<file path="src/rtl/cim_core_req_router_pkg.sv">
// Shared definitions for the CIM core request router: target indices,
// the CIM core address map and the router state encoding.
package cim_core_req_router_pkg;

  localparam int NB_CIM_CORE_COMPONENTS = 4;

  // Target index; the value is also the bit position in the one-hot slave buses.
  typedef enum logic [1:0] {
    SLV_REG_FILE = 2'd0,
    SLV_SRAM     = 2'd1,
    SLV_MACRO    = 2'd2,
    SLV_EDRAM    = 2'd3
  } slvIdx_t;

  // Address map: each target owns the half-open range [base, base + len).
  localparam logic [63:0] REG_FILE_BASE = 64'h0000_0000_2000_0000;
  localparam logic [63:0] REG_FILE_LEN  = 64'h0000_0000_0800_0000;
  localparam logic [63:0] SRAM_BASE     = 64'h0000_0000_2800_0000;
  localparam logic [63:0] SRAM_LEN      = 64'h0000_0000_0800_0000;
  localparam logic [63:0] MACRO_BASE    = 64'h0000_0000_3000_0000;
  localparam logic [63:0] MACRO_LEN     = 64'h0000_0000_2000_0000;
  localparam logic [63:0] EDRAM_BASE    = 64'h0000_0000_5000_0000;
  localparam logic [63:0] EDRAM_LEN     = 64'h0000_0000_2000_0000;

  // Tables indexed by slvIdx_t, so decoders can loop over every target.
  localparam logic [63:0] CIM_CORE_BASE [NB_CIM_CORE_COMPONENTS] =
    '{REG_FILE_BASE, SRAM_BASE, MACRO_BASE, EDRAM_BASE};
  localparam logic [63:0] CIM_CORE_LEN [NB_CIM_CORE_COMPONENTS] =
    '{REG_FILE_LEN, SRAM_LEN, MACRO_LEN, EDRAM_LEN};

  // Router state encoding, kept as plain constants for legacy tools.
  typedef logic [1:0] routerState_t;
  localparam routerState_t ST_IDLE = 2'd0;
  localparam routerState_t ST_FWD  = 2'd1;
  localparam routerState_t ST_WAIT = 2'd2;
  localparam routerState_t ST_RESP = 2'd3;

  // One-hot select vector for a target index.
  function automatic logic [NB_CIM_CORE_COMPONENTS-1:0] idxToOneHot(input slvIdx_t idx);
    return NB_CIM_CORE_COMPONENTS'(1) << idx;
  endfunction

endpackage

</file>
<file path="src/rtl/cim_core_addr_decode.sv">
// Combinational CIM core address decoder: absolute address to
// {hit, target index, base-relative offset}. Ranges are disjoint, so at
// most one target matches.
module cim_core_addr_decode
  import cim_core_req_router_pkg::*;
#(
  parameter int ADDR_W = 64
) (
  input  logic [ADDR_W-1:0] addr,
  output logic              hit,
  output slvIdx_t           idx,
  output logic [ADDR_W-1:0] offset
);

  // Unsigned full-width range compare against every target in the map.
  always_comb begin
    // NOTE: every output gets a default before the loop; a path that leaves
    // one unassigned would infer a latch.
    hit    = 1'b0;
    idx    = SLV_REG_FILE;
    offset = '0;
    for (int i = 0; i < NB_CIM_CORE_COMPONENTS; i++) begin
      if ((addr >= ADDR_W'(CIM_CORE_BASE[i])) &&
          (addr <  ADDR_W'(CIM_CORE_BASE[i] + CIM_CORE_LEN[i]))) begin
        hit    = 1'b1;
        idx    = slvIdx_t'(i[1:0]);
        offset = addr - ADDR_W'(CIM_CORE_BASE[i]);
      end
    end
  end

endmodule

</file>
<file path="src/rtl/cim_core_req_router.sv">
// Single-outstanding router from one CIM core master to the four CIM core
// targets. A request is decoded on acceptance, forwarded to one target with
// a base-relative offset, and the target's response is returned. Unmapped
// addresses get a local error response without touching any target.
module cim_core_req_router
  import cim_core_req_router_pkg::*;
#(
  parameter int DATA_W = 64,
  parameter int ADDR_W = 64
) (
  input  logic                                     clk_i,
  input  logic                                     rst_ni,
  input  logic                                     req_valid_i,
  output logic                                     req_ready_o,
  input  logic [ADDR_W-1:0]                        req_addr_i,
  input  logic                                     req_we_i,
  input  logic [DATA_W-1:0]                        req_wdata_i,
  input  logic [DATA_W/8-1:0]                      req_be_i,
  output logic                                     rsp_valid_o,
  input  logic                                     rsp_ready_i,
  output logic [DATA_W-1:0]                        rsp_rdata_o,
  output logic                                     rsp_err_o,
  output logic [NB_CIM_CORE_COMPONENTS-1:0]        slv_req_valid_o,
  input  logic [NB_CIM_CORE_COMPONENTS-1:0]        slv_req_ready_i,
  output logic [ADDR_W-1:0]                        slv_addr_o,
  output logic                                     slv_we_o,
  output logic [DATA_W-1:0]                        slv_wdata_o,
  output logic [DATA_W/8-1:0]                      slv_be_o,
  input  logic [NB_CIM_CORE_COMPONENTS-1:0]        slv_rsp_valid_i,
  output logic [NB_CIM_CORE_COMPONENTS-1:0]        slv_rsp_ready_o,
  input  logic [NB_CIM_CORE_COMPONENTS*DATA_W-1:0] slv_rsp_rdata_i,
  input  logic [NB_CIM_CORE_COMPONENTS-1:0]        slv_rsp_err_i
);

  localparam int BE_W = DATA_W / 8;

  routerState_t      state;
  slvIdx_t           idxQ;
  logic [ADDR_W-1:0] offsetQ;
  logic              weQ;
  logic [DATA_W-1:0] wdataQ;
  logic [BE_W-1:0]   beQ;
  logic [DATA_W-1:0] rdataQ;
  logic              errQ;

  logic              decHit;
  slvIdx_t           decIdx;
  logic [ADDR_W-1:0] decOffset;

  cim_core_addr_decode #(
    .ADDR_W (ADDR_W)
  ) u_addr_decode (
    .addr   (req_addr_i),
    .hit    (decHit),
    .idx    (decIdx),
    .offset (decOffset)
  );

  // Transaction FSM plus the request/response holding registers.
  always_ff @(posedge clk_i) begin
    if (!rst_ni) begin
      // NOTE: the datapath registers are reset as well because they drive
      // outputs directly and must read as zero straight after reset.
      state   <= ST_IDLE;
      idxQ    <= SLV_REG_FILE;
      offsetQ <= '0;
      weQ     <= 1'b0;
      wdataQ  <= '0;
      beQ     <= '0;
      rdataQ  <= '0;
      errQ    <= 1'b0;
    end else begin
      // NOTE: state registers use non-blocking assignments so every register
      // samples the pre-edge values regardless of statement order.
      case (state)
        ST_IDLE: begin
          if (req_valid_i) begin
            idxQ    <= decIdx;
            offsetQ <= decOffset;
            weQ     <= req_we_i;
            wdataQ  <= req_wdata_i;
            beQ     <= req_be_i;
            if (decHit) begin
              state <= ST_FWD;
            end else begin
              rdataQ <= '0;
              errQ   <= 1'b1;
              state  <= ST_RESP;
            end
          end
        end
        ST_FWD: begin
          if (slv_req_ready_i[idxQ]) state <= ST_WAIT;
        end
        ST_WAIT: begin
          if (slv_rsp_valid_i[idxQ]) begin
            rdataQ <= slv_rsp_rdata_i[idxQ*DATA_W +: DATA_W];
            errQ   <= slv_rsp_err_i[idxQ];
            state  <= ST_RESP;
          end
        end
        ST_RESP: begin
          if (rsp_ready_i) state <= ST_IDLE;
        end
        default: state <= ST_IDLE;
      endcase
    end
  end

  // One-hot slave handshakes, driven from registered state only.
  always_comb begin
    slv_req_valid_o = '0;
    slv_rsp_ready_o = '0;
    if (state == ST_FWD)  slv_req_valid_o = idxToOneHot(idxQ);
    if (state == ST_WAIT) slv_rsp_ready_o = idxToOneHot(idxQ);
  end

  assign req_ready_o = (state == ST_IDLE);
  assign rsp_valid_o = (state == ST_RESP);
  assign rsp_rdata_o = rdataQ;
  assign rsp_err_o   = errQ;
  assign slv_addr_o  = offsetQ;
  assign slv_we_o    = weQ;
  assign slv_wdata_o = wdataQ;
  assign slv_be_o    = beQ;

endmodule

</file>
<file path="config.mk">
export PLATFORM = sky130hd
export DESIGN_NAME = cim_core_req_router
export DESIGN_NICKNAME = d
export VERILOG_FILES = /design/src/rtl/cim_core_req_router_pkg.sv /design/src/rtl/cim_core_addr_decode.sv /design/src/rtl/cim_core_req_router.sv
export SDC_FILE = /design/constraint.sdc
export NUM_CORES = 1
export LEC_CHECK = 0
export BUFFER_PORTS_ARGS = -buffer_cell sky130_fd_sc_hd__buf_2
export CORE_AREA = 2 2 244 246
export CTS_BUF_LIST = sky130_fd_sc_hd__clkbuf_4 sky130_fd_sc_hd__clkbuf_8
export CTS_CLUSTER_SIZE = 25
export DETAILED_ROUTE_END_ITERATION = 10
export DIE_AREA = 0 0 246 248
export SYNTH_ARGS = -nofsm -noshare
export SYNTH_HDL_FRONTEND = slang
export SYNTH_HIERARCHICAL = 1
export SYNTH_SLANG_ARGS = --single-unit
</file>
<file path="constraint.sdc">
create_clock -name clk_i -period 3.17 [get_ports clk_i]
set_input_delay 0.317 -clock clk_i [delete_from_list [all_inputs] [get_ports clk_i]]
set_output_delay 0.317 -clock clk_i [all_outputs]
set_load 0.01 [all_outputs]
</file>
# Word level (Yosys, flattened, before mapping)
# Cells that the tools add are included.
[totals]
register_bits = 206
in_bits = 409
word_cells = 73
[classes]
add_sub_neg = 4
magnitude_cmp = 9
n_eq_ne = 8
n_shift = 2
muxes = 33
reduce_logical = 9
[ops]
columns = ["op", "count"]
rows = [
  ["two-way mux 64 bit", 7],
  ["indexed part select 256 x 9 -> 64 bit", 1],
  ["greater-or-equal comparator 64 x 30 -> 1 bit (second input constant)", 3],
  ["subtractor 64 x 30 -> 64 bit (second input constant)", 3],
  ["less-than comparator 64 x 30 -> 1 bit (second input constant)", 2],
  ["less-than comparator 64 x 31 -> 1 bit (second input constant)", 2],
  ["case mux 64 bit (2 select lines)", 1],
  ["greater-or-equal comparator 64 x 31 -> 1 bit (second input constant)", 1],
  ["subtractor 64 x 31 -> 64 bit (second input constant)", 1],
  ["two-way mux 2 bit", 7],
  ["two-way mux 1 bit", 11],
  ["two-way mux 4 bit", 2],
  ["inequality test 2 bit (second input constant)", 4],
  ["case mux 2 bit (4 select lines)", 1],
  ["AND reduction 4 bit", 2],
  ["binary-select mux 1 bit (select 2 bit)", 3],
  ["== test 2 bit (second input constant)", 2],
  ["logical AND 1 bit", 4],
  ["<< shifter 1 x 2 -> 4 bit (first input constant)", 1],
  ["less-than comparator 2 x 3 -> 1 bit (second input constant)", 1],
  ["== test 2 x 1 -> 1 bit (second input constant)", 1],
  ["zero test 2 bit", 1],
  ["inequality test 2 x 1 -> 1 bit (second input constant)", 1],
  ["case mux 1 bit (2 select lines)", 1],
  ["2 further kinds", 2],
]

# Longest topological paths before layout
[logic_depth]
word_depth = 9
ltp_mapped = 14
ltp_nobuf = 11

# Hierarchy
# Netlist, hierarchy kept.
[by_module_without_submodules]
columns = ["module", "n_inst", "cells_each", "area_per_inst_um2", "seq_area_each_um2"]
rows = [
  ["cim_core_req_router", 1, 1017, 9638.0, 4124.0],
  ["cim_core_addr_decode", 1, 178, 1308.8, 0.0],
]

# Worst setup path after synthesis
# OpenSTA, ideal clock, no wires.
[synth_path]
path_type = "input -> register"
start = "input port req_addr_i[45]"
end = "register rdataQ[33] (netlist: rsp_rdata_o[33])"
setup_time_ns = 0.115
arrival_time_ns = 2.695
setup_slack_ns = 0.360
path_stages = 13
path_buffers = 4
path_cell_list = "nor4_1 > nand4_1 > or4_1 > buf_2 > nor2_1 > o21ai_1 > clkbuf_1 > nand2_1 > a21oi_1 > o31ai_4 > buf_12 > buf_6 > o21ai_2"
[synth_via]
elab_chain_cells = 8
[synth_lines]
columns = ["item", "line_no", "text"]
rows = [
  ["from (decl)", "cim_core_req_router.sv:15", "input logic [ADDR_W-1:0] req_addr_i,"],
  ["greater-or-equal comparator 64 x 30 -> 1 bit / less-than comparator 64 x 30 -> 1 bit (equally long branches)", "cim_core_addr_decode.sv:23, cim_core_addr_decode.sv:24", ""],
  ["logical AND 1 bit", "cim_core_addr_decode.sv:23", "if ((addr >= ADDR_W'(CIM_CORE_BASE[i])) &&"],
  ["two-way mux 1 bit (3 in series)", "cim_core_addr_decode.sv:23", ""],
  ["two-way mux 1 bit *", "cim_core_addr_decode.sv:23", ""],
  ["net decHit", "cim_core_req_router.sv:46", "logic decHit;"],
  ["inequality test 2 bit (no source line) *", "n/a", ""],
  ["AND reduction 4 bit (no source line) *", "n/a", ""],
  ["to (signal assigned)", "cim_core_req_router.sv:97", "rdataQ <= slv_rsp_rdata_i[idxQ*DATA_W +: DATA_W];"],
  ["to (decl)", "cim_core_req_router.sv:43", "logic [DATA_W-1:0] rdataQ;"],
]
# The timed path passes the listed nets; every way through them passes the cells marked *.
# A chain may end at the register's enable or synchronous reset.

# Worst setup path in the final report
[layout_path]
start = "register idxQ[0]"
end = "output port slv_req_valid_o[3]"
[layout_via]
elab_chain_cells = 2
[layout_lines]
columns = ["item", "line_no", "text"]
rows = [
  ["from (decl)", "cim_core_req_router.sv:38", "slvIdx_t idxQ;"],
  ["from (signal assigned)", "cim_core_req_router.sv:78", "idxQ <= decIdx;"],
  ["<< shifter 1 x 2 -> 4 bit", "cim_core_req_router_pkg.sv:40", "return NB_CIM_CORE_COMPONENTS'(1) << idx;"],
  ["two-way mux 4 bit", "cim_core_req_router.sv:114", "if (state == ST_FWD) slv_req_valid_o = idxToOneHot(idxQ);"],
  ["to (decl)", "cim_core_req_router.sv:23", "output logic [NB_CIM_CORE_COMPONENTS-1:0] slv_req_valid_o,"],
]
# No other way between the ends.

==> qor.json <==
{
  "status": {"value": "completed"},
  "clock_tree.htree_level_count": {"value": 2},
  "gr-usage-all-layers": {"value": 16.05, "unit": "%"},
  "synth-async-reset-ratio": {"value": 0, "unit": "%"},
  "hold_class": {"value": "input pin to register"},
  "power": {"value": 9.540, "unit": "mW"},
  "ioPinCount": {"value": 621},
  "p_per_area": {"value": 573.0, "unit": "nW/um2"},
  "synth_edf_count": {"value": 0},
  "worst_r2r_startpoint": {"value": "state[0]$_SDFFE_PN0P_"},
  "timing_worst_slew_pin_value": {"value": 1004, "unit": "ps"},
  "power.switching": {"value": 3.488, "unit": "mW"},
  "cp_data_arrival_time": {"value": 2090, "unit": "ps"},
  "synth_compound_gate_area_share": {"value": 18.23, "unit": "%"},
  "place.port_buffers": {"value": 620},
  "remaining_drc_errors": {"value": 0},
  "postLayoutSetupSlackWorst": {"value": 760.5, "unit": "ps"},
  "worstReg2RegEnd": {"value": "rsp_rdata_o[16]$_SDFFE_PN0P_"},
  "clock_buffers_created_by_tritoncts": {"value": 41},
  "yosys.cell_types.count": {"value": 62},
  "fraction_of_the_mapped_netlist_area_in_adder_cells": {"value": 1.600, "unit": "%"},
  "ys_dominant_reg_cell": {"value": "dfxtp_1"},
  "cell_chosen_for_the_clock_root": {"value": "clkbuf_8"},
  "final_critical_path_share_of_the_clock_period": {"value": 76.01, "unit": "%"},
  "min-delay-start": {"value": "req_addr_i[20]"},
  "mappedNetlistNets": {"value": 1618},
  "ys_seq_area_share": {"value": 37.67, "unit": "%"},
  "syn-cell-area": {"value": 10950, "unit": "um2"},
  "grt_start_max_net_pins": {"value": 142},
  "worst_clock_skew": {"value": 10.35, "unit": "ps"},
  "fmax": {"value": 415.0, "unit": "MHz"},
  "worstSetupStartpointType": {"value": "register"},
  "post-route-min-period": {"value": 2410, "unit": "ps"},
  "finalNetCount": {"value": 2290},
  "grt_first_pass_wirelength": {"value": 73260, "unit": "um"},
  "fp-row-count": {"value": 89},
  "drive_gt1_share": {"value": 50.32, "unit": "%"},
  "routed-via-count": {"value": 12000},
  "internal_power": {"value": 6.053, "unit": "mW"},
  "synth.ff_latch_count": {"value": 206},
  "hold_violations": {"value": 0},
  "drv.max_cap_violation_count": {"value": 0},
  "mostFrequentLayoutCell": {"value": "buf_2"},
  "critPathRequiredTime": {"value": 2850, "unit": "ps"},
  "worstSetupEndpointType": {"value": "primary output"},
  "worst_slew_margin_rel": {"value": 33.05, "unit": "%"},
  "netlist_instances": {"value": 1195},
  "avgSynthCellArea": {"value": 9.160, "unit": "um2"},
  "timing.final.max_slew_violations": {"value": 0},
  "comb_power_share": {"value": 33.6, "unit": "%"},
  "dp.final_hpwl": {"value": 40320, "unit": "um"},
  "place_inst": {"value": 2524},
  "synthSimpleGateAreaFrac": {"value": 22.44, "unit": "%"},
  "routed_via_density": {"value": 4.466},
  "tritoncts": {"value": "built"},
  "grt_setup_unrepaired": {"value": "false"},
  "ys.warnings.count": {"value": 6},
  "cts_max_path_buffers": {"value": 3},
  "cts_repair_resize_count": {"value": 0},
  "post_synth_mux_area_share": {"value": 13.66, "unit": "%"},
  "ant_nets": {"value": 0},
  "rrSetupSlack": {"value": 770, "unit": "ps"},
  "pre_cts_slack": {"value": 153.8, "unit": "ps"},
  "post_synth_xor_area_fraction": {"value": 0.08001, "unit": "%"},
  "numClockSinks": {"value": 206},
  "finalInstanceArea": {"value": 16650, "unit": "um2"},
  "overflow": {"value": 0},
  "die_w": {"value": 246, "unit": "um"},
  "drt-initial-drc-count": {"value": 606},
  "final-setup-viol-count": {"value": 0},
  "area_after_dpl": {"value": 14920, "unit": "um2"},
  "syn2layout_area_growth": {"value": 52.09, "unit": "%"},
  "clkLatencyLatePin": {"value": 590, "unit": "ps"},
  "final_cell_mix": {"value": "buf_2 (619), nand2_1 (354), dfxtp_1 (204), a21oi_1 (145), dlygate4sd3_1 (73)"},
  "stdcell_count": {"value": 2686},
  "p_seq_share": {"value": 32.4, "unit": "%"},
  "dieArea": {"value": 61010, "unit": "um2"},
  "p_leak": {"value": 7.106, "unit": "nW"},
  "detail_route.first_pass.iterations": {"value": 4},
  "main_combinational_cell_family_by_area_after_synthesis": {"value": "simple AND/OR/NAND/NOR gates"},
  "placeableCoreArea": {"value": 58460, "unit": "um2"},
  "crit_path_max_fanout": {"value": 43},
  "worst_setup_hold_path_clk_slew": {"value": 60, "unit": "ps"},
  "worst_hold_path.endpoint": {"value": "slv_addr_o[20]$_SDFFE_PN0P_"},
  "min_path_cells": {"value": 4},
  "power.switching_fraction": {"value": 36.56, "unit": "%"},
  "first_global_vias": {"value": 11440},
  "worst-r2r-cell-count": {"value": 9},
  "p_clk_share": {"value": 34.0, "unit": "%"},
  "initial_core_util": {"value": 18.72, "unit": "%"},
  "criticalPathCategory": {"value": "register to primary output"},
  "wl_per_cell": {"value": 19.46, "unit": "um"},
  "setup_total_negative_slack": {"value": 0, "unit": "ps"},
  "die_h": {"value": 248, "unit": "um"},
  "finalWeightedCongestion": {"value": 0.8975},
  "detail_route.wirelength": {"value": 52260, "unit": "um"},
  "antenna_violations_before_repair": {"value": 36},
  "worst_ir_drop_vdd": {"value": 0.3726, "unit": "mV"}
}
==> layout make-up <==
type / instances / area, um2
fillers: 6317 / 41810
multi-input cells: 870 / 6166
repair buffers: 736 / 4334
flip-flops and latches: 206 / 4131
well taps: 773 / 967.2
clock buffers: 58 / 729.5
clock inverters: 14 / 230.2
inverters: 12 / 47.55
diodes: 17 / 42.54
==> synth_stat cells, types with 12 or more instances <==
cell type / instances / area, um2
nand2_1: 355 / 1333
ha_1: 14 / 175.2
nor4_1: 12 / 75.07
buf_2: 23 / 115.1
a21oi_1: 146 / 730.7
o21ai_2: 65 / 569.3
a2bb2oi_1: 16 / 140.1
mux4_2: 65 / 1464
nand3_2: 66 / 660.6
dfxtp_1: 206 / 4124
clkbuf_1: 55 / 206.5
a21boi_0: 27 / 202.7
a311o_1: 14 / 140.1
==> layer usage <==
| layer | GRT usage, % | wire [um] |
|---|---|---|
| met5 | 0 | 68 |
| met4 | 6.863 | 2322 |
| met3 | 4.963 | 4694 |
| met2 | 27.83 | 25240 |
| met1 | 18.16 | 19930 |
==> worst max-delay path by stage <==
stage / startpoint / slack (ps) / end
2_1_floorplan: req_addr_i[45] / 360 / rsp_rdata_o[33]$_SDFFE_PN0P_
3_3_place_gp: req_addr_i[49] / 170 / rsp_rdata_o[22]$_SDFFE_PN0P_
3_5_place_dp: req_addr_i[49] / 150 / rsp_rdata_o[16]$_SDFFE_PN0P_
4_1_cts: idxQ[0]$_SDFFE_PN0P_ / 640 / slv_req_valid_o[3]
5_1_grt: req_addr_i[49] / 540 / rsp_rdata_o[16]$_SDFFE_PN0P_
6_report: idxQ[0]$_SDFFE_PN0P_ / 760 / slv_req_valid_o[3]
==> critical path, stage by stage (launching register included) <==
cell     delay [ps]
dfxtp_4         410
buf_4           660
and3_1          260
buf_2           120
==> logic make-up after synthesis <==
kind of cell	Yosys count
AO/OA/AOI/OAI	292
XOR/XNOR	1
adder cells (fa/ha/maj)	14
buffers and inverters	119
flip-flops	206
multiplexers	68
AND/OR/NAND/NOR	495
==> power by group through the flow <==
| stage | Sequential (mW) | Clock [mW] | Combinational, mW |
|---|---|---|---|
| final | 3.10 | 3.24 | 3.20 |
| after global routing | 3.13 | 3.48 | 3.48 |
| after CTS | 3.09 | 3.36 | 3.25 |
| after detailed placement | 3.14 | 0 | 3.16 |
| after global placement | 3.13 | 0 | 3.14 |
| after floorplan | 3.28 | 0 | 1.96 |
==> sequential cells by signal, indices dropped and copies added, names as in the netlist <==
name         count
rsp_rdata_o     64
slv_wdata_o     64
slv_be_o         8
state            2
slv_we_o         1
rsp_err_o        1
slv_addr_o      64
idxQ             2
==> metrics by stage <==
step                hold slack [ps]  utilization (%)
floorplan                     453.0                -
global placement              439.4            25.51
detailed placement            443.2            25.51
CTS                           29.56            28.40
global route                  65.48            28.45
finish                        99.81            28.48
==> timing repair <==
| action | in CTS | in global routing |
|---|---|---|
| buffers inserted | 0 | 0 |
| hold buffers | 73 | 0 |
| endpoints found under the hold margin | 73 | 0 |
Note: power is estimated with default switching activity, not from simulation.
